### config.mk
export PLATFORM = sky130hd
export DESIGN_NAME = uart_frame_parser
export DESIGN_NICKNAME = d
export VERILOG_FILES = /design/src/rtl/uart_frame_parser.sv
export SDC_FILE = /design/constraint.sdc
export NUM_CORES = 1
export LEC_CHECK = 0
export CAP_MARGIN = 20
export CORE_MARGIN = 1
export CORE_UTILIZATION = 37
export DETAILED_ROUTE_END_ITERATION = 12
export SKIP_LAST_GASP = 1
export SYNTH_ARGS = -nofsm -noshare
export SYNTH_HDL_FRONTEND = slang
export SYNTH_SLANG_ARGS = --single-unit
### constraint.sdc
create_clock -name clk -period 4.4 [get_ports clk]
set_input_delay 0.66 -clock clk [delete_from_list [all_inputs] [get_ports clk]]
set_output_delay 0.66 -clock clk [all_outputs]
set_load 0.02 [all_outputs]
### src/rtl/uart_frame_parser.sv
// Framed-packet parser behind the UART byte receiver: SYNC, LEN, payload, CSUM.
// Payload is buffered and released downstream only after the XOR checksum matches.
module uart_frame_parser #(
  parameter int         CLK_FRE    = 50,
  parameter logic [7:0] SYNC_BYTE  = 8'hA5,
  parameter int         MAX_LEN    = 16,
  parameter int         TIMEOUT_US = 1000
) (
  input  logic       clk,
  input  logic       rst_n,
  input  logic [7:0] in_data,
  input  logic       in_valid,
  output logic       in_ready,
  output logic [7:0] out_data,
  output logic       out_valid,
  input  logic       out_ready,
  output logic       out_last,
  output logic       frame_ok,
  output logic       frame_err,
  output logic [1:0] err_code
);

  localparam int TO_CYC = CLK_FRE * TIMEOUT_US;
  localparam int CW     = $clog2(TO_CYC + 1);
  localparam int AW     = (MAX_LEN > 1) ? $clog2(MAX_LEN) : 1;

  localparam logic [CW-1:0] TO_LAST = CW'(TO_CYC - 1);
  localparam logic [CW-1:0] IDLE_1  = CW'(1);
  localparam logic [7:0]    LEN_MAX = 8'(MAX_LEN);

  typedef enum logic [2:0] {
    S_SYNC,
    S_LEN,
    S_PAYLOAD,
    S_CSUM,
    S_SEND
  } state_t;

  state_t        state_q;
  logic          in_ready_q;
  logic          out_valid_q;
  logic          out_last_q;
  logic [7:0]    out_data_q;
  logic          frame_ok_q;
  logic          frame_err_q;
  logic [1:0]    err_code_q;
  logic [7:0]    len_q;
  logic [7:0]    csum_q;
  logic [7:0]    wr_idx_q;
  logic [7:0]    rd_idx_q;
  logic [CW-1:0] idle_q;
  logic [7:0]    buf_q [MAX_LEN];

  logic       acc;
  logic       in_frame;
  logic       timeout;
  logic       xfer;
  logic [7:0] rd_idx_d;
  logic [7:0] csum_d;

  assign acc      = in_valid && in_ready_q;
  assign in_frame = state_q inside {S_LEN, S_PAYLOAD, S_CSUM};
  assign timeout  = in_frame && !acc && (idle_q == TO_LAST);
  assign xfer     = out_valid_q && out_ready;
  assign rd_idx_d = rd_idx_q + 8'd1;
  assign csum_d   = csum_q ^ in_data;

  always_ff @(posedge clk) begin
    if (state_q == S_PAYLOAD && acc)
      buf_q[wr_idx_q[AW-1:0]] <= in_data;
  end

  always_ff @(posedge clk or negedge rst_n) begin
    if (!rst_n) begin
      state_q     <= S_SYNC;
      in_ready_q  <= 1'b0;
      out_valid_q <= 1'b0;
      out_last_q  <= 1'b0;
      out_data_q  <= 8'd0;
      frame_ok_q  <= 1'b0;
      frame_err_q <= 1'b0;
      err_code_q  <= 2'd0;
      len_q       <= 8'd0;
      csum_q      <= 8'd0;
      wr_idx_q    <= 8'd0;
      rd_idx_q    <= 8'd0;
      idle_q      <= '0;
    end else begin
      frame_ok_q  <= 1'b0;
      frame_err_q <= 1'b0;
      in_ready_q  <= 1'b1;

      // A byte arriving on the limit cycle wins over the timeout.
      if (!in_frame || acc) begin
        idle_q <= '0;
      end else if (timeout) begin
        idle_q      <= '0;
        frame_err_q <= 1'b1;
        err_code_q  <= 2'd3;
        state_q     <= S_SYNC;
      end else begin
        idle_q <= idle_q + IDLE_1;
      end

      unique case (state_q)
        S_SYNC: begin
          if (acc && in_data == SYNC_BYTE)
            state_q <= S_LEN;
        end
        S_LEN: begin
          if (acc) begin
            if (in_data == 8'd0 || in_data > LEN_MAX) begin
              frame_err_q <= 1'b1;
              err_code_q  <= 2'd1;
              state_q     <= S_SYNC;
            end else begin
              len_q    <= in_data;
              csum_q   <= in_data;
              wr_idx_q <= 8'd0;
              state_q  <= S_PAYLOAD;
            end
          end
        end
        S_PAYLOAD: begin
          if (acc) begin
            csum_q   <= csum_d;
            wr_idx_q <= wr_idx_q + 8'd1;
            if (wr_idx_q == len_q - 8'd1)
              state_q <= S_CSUM;
          end
        end
        S_CSUM: begin
          if (acc) begin
            if (in_data == csum_q) begin
              frame_ok_q  <= 1'b1;
              rd_idx_q    <= 8'd0;
              out_valid_q <= 1'b1;
              out_data_q  <= buf_q[0];
              out_last_q  <= (len_q == 8'd1);
              in_ready_q  <= 1'b0;
              state_q     <= S_SEND;
            end else begin
              frame_err_q <= 1'b1;
              err_code_q  <= 2'd2;
              state_q     <= S_SYNC;
            end
          end
        end
        S_SEND: begin
          if (xfer && out_last_q) begin
            out_valid_q <= 1'b0;
            out_last_q  <= 1'b0;
            state_q     <= S_SYNC;
          end else begin
            in_ready_q <= 1'b0;
            if (xfer) begin
              rd_idx_q   <= rd_idx_d;
              out_data_q <= buf_q[rd_idx_d[AW-1:0]];
              out_last_q <= (rd_idx_d == len_q - 8'd1);
            end
          end
        end
        default: state_q <= S_SYNC;
      endcase
    end
  end

  assign in_ready  = in_ready_q;
  assign out_data  = out_data_q;
  assign out_valid = out_valid_q;
  assign out_last  = out_last_q;
  assign frame_ok  = frame_ok_q;
  assign frame_err = frame_err_q;
  assign err_code  = err_code_q;

endmodule
==> impl_metrics.ini <==
[outcome]
outcome = finished, final reports clean

[routing]
dr_total_vias = 5269
drtIter0Drc = 417
ant_nets = 0
wl_um = 19260
dr.pass1.iters = 6
viasPerCell = 5.295
avgRoutedWirePerCell_um = 19.35
drc = 0

[die]
start_util = 0.3803
die_y_um = 155.0
pin_count = 27
num_rows = 55
dieWidth_um = 155.0
die-area_um2 = 24030
core_area_um2 = 22780

[logic_synthesis]
synth_edf_count = 128
synth_warnings = 0
synth_seq_area_share = 0.6343
syn_avg_cell_area_um2 = 13.73
yosys.cell_types.count = 57
ys_top_cells_by_area = edfxtp_1 (44%), dfrtp_1 (19%), mux4_2 (8.3%)
synth_ff_type = edfxtp_1
yosys.area.top_type_share = 0.4437
syn_inst = 631
syn-cell-area_um2 = 8663
yosysTopAreaCell = edfxtp_1
synth_fp_nets = 651
synth-async-reset-ratio = 0.3402
synth_seq_cells = 194

[global_routing]
grt-ovfl-total = 0
grt_pass1_vias = 5478
grt.total_usage = 0.1716
grt_max_degree = 48
grt_pass1_wl_um = 30970
antenna_found_initial = 0

[layout]
finalNonFillerCells = 995
drive_gt1_frac = 0.1569
fin_area_um2 = 9955
diodes = 0
nFillCells = 2031
nets = 689
syn_to_final_growth_pct = 14.90

[timing]
fin_crit_sh = 0.6767
hold_viol = 0
clock_skew_ps = 14.30
fmax_mhz = 335.8
setup_tns_ps = 0
relSlewSlack = 0.3734
drv_slew = 0
setup_ws_ps = 1422
finalCriticalPeriod_ps = 2978
whs_ps = 133.6
rsz0062_at_grt = no
finalSetupViolations = 0
tightest_slew_ps = 939.9

[placement]
dp_hpwl_um = 12860
io_buffers = 26
placed_cell_area_um2 = 9338
post-place-ws_ps = 893.3
dp.cells = 962
gp_congestion = 0.8399

[cts]
clk_pin_slew_ps = 70
cts_tree = done
h-tree-depth = 4
root_buffer = clkbuf_16
post_cts_buffers = 0
cts_buffers = 17
clock_latency_ps = 430
ctsHoldBuffers = 0
cts_max_path_buffers = 2
cts_resized = 0
cts_sinks = 194

[worst_setup_path]
crit_fanout = 18
crit_path_end_kind = flop
setup.worst_path.start_class = input port
required_ps = 4720
crit_type = in -> reg
crit_arrival_ps = 3300

[power]
p_int_w = 0.002842
ir_drop_v = 0.0003028
switching_share = 0.2174
powerDensity_nw_per_um2 = 364.8
sequentialPowerShare = 0.541
p_leak_nw = 3.522
switching_power_w = 0.0007894
combPwrFrac = 0.027
p_clk_frac = 0.432

[run]
max_cap_viol_count = 0

[min_path]
hold_class = in -> async
==> power groups by stage <==
stage	clock network, W	registers (W)	logic (W)
6_report	0.00157	0.00196	0.0000990
2_1_floorplan	0	0.00200	0.0000323
3_5_place_dp	0	0.00200	0.0000995
3_3_place_gp	0	0.00200	0.0000955
5_1_grt	0.00166	0.00196	0.000110
4_1_cts	0.00160	0.00196	0.0000999
==> placed cells by master, fill, tap and decap left out, types with 21 or more instances in the layout <==
cell	instances
clkdlybuf4s50_1	25
mux4_2	32
nor2_1	55
xor2_1	24
dfrtp_1	65
nand3_1	44
nand2_1	51
edfxtp_1	128
xnor2_1	23
buf_4	21
==> kinds of logic (layout without fill, tap and decap cells) <==
| kind of cell | count (synthesis) | after routing | share of synthesized area |
|---|---|---|---|
| compound gates | 75 | 75 | 0.06080 |
| mux | 40 | 40 | 0.09315 |
| flops | 194 | 194 | 0.6343 |
| fa+ha+maj | 8 | 8 | 0.01155 |
| simple gates | 225 | 225 | 0.1284 |
| buf+inv | 40 | 91 | 0.02137 |
| xor+xnor | 49 | 49 | 0.05040 |
==> area by class of cell <==
| class | instances | area, um2 | share of cell area |
|---|---|---|---|
| clock buffer | 17 | 425.4 | 0.04274 |
| clock inverter | 15 | 171.4 | 0.01722 |
| inverter | 11 | 41.29 | 0.004148 |
| multi-input combinational | 397 | 2995 | 0.3009 |
| sequential | 194 | 5497 | 0.5522 |
| tap | 313 | 391.6 | 0.03934 |
| timing repair buffer | 48 | 432.9 | 0.04349 |
==> registers in the layout (all words and copies together) (netlist names) <==
signal	cells
buf_q	128
idle_q	16
csum_q	8
len_q	8
out_data	8
rd_idx_q	8
wr_idx_q	8
state_q	3
err_code	2
frame_err	1
frame_ok	1
in_ready	1
out_last	1
out_valid	1
==> Yosys cell counts (5+ instances only) <==
master,number
o21ai_0,11
or3_1,8
a211oi_1,9
a311oi_1,5
a21o_1,5
ha_1,8
buf_2,9
edfxtp_1,128
inv_1,11
nor3_1,12
and2_1,6
nor4_1,5
nand3_1,44
clkbuf_1,17
nand2_1,51
and3_1,7
o31ai_1,10
a21oi_1,13
dfrtp_1,66
nor2_1,55
a2bb2oi_1,8
or4_1,5
mux4_2,32
xnor2_1,24
xor2_1,24
nand4_1,8
mux2_2,5
==> worst max-delay path, stage by stage <==
cell	delay, ps
clkdlybuf4s50_1	650
xor2_1	240
nor4_1	470
buf_4	230
a31oi_1	80
buf_4	250
or2_0	380
o31ai_1	330
==> worst paths after layout <==
| path | to | startpoint | depth (start not counted) | slack, ps |
|---|---|---|---|---|
| setup / recovery | rd_idx_q[5]$_DFFE_PN0P_ | in_data[4] | 8 | 1420 |
| hold / removal | out_data[1]$_DFFE_PN0P_ | rst_n | 1 | 130 |
| setup reg to reg | buf_q[7][1]$_DFFE_PP_ | state_q[0]$_DFF_PN0_ | 4 | 1540 |
| hold reg to reg | idle_q[0]$_DFF_PN0_ | idle_q[0]$_DFF_PN0_ | 1 | 470 |
| max in group asynchronous | csum_q[3]$_DFFE_PN0P_ | rst_n | 2 | 3650 |
| min in group clk | idle_q[0]$_DFF_PN0_ | idle_q[0]$_DFF_PN0_ | 1 | 470 |
==> per-stage QoR <==
step           total power [W]    util
4_1_cts               0.003661  0.4361
3_3_place_gp          0.002097  0.4099
6_report              0.003632  0.4370
2_1_floorplan         0.002034       -
3_5_place_dp          0.002102  0.4099
5_1_grt               0.003735  0.4370
==> layer usage <==
metal,vias up,wire (um),GRT usage
li1,2458,-,-
met2,128,9711,0.2934
met5,-,0,0
met3,17,720,0.02618
met4,0,189,0.04950
met1,2666,8635,0.2264
(Power assumes the default switching activity.)
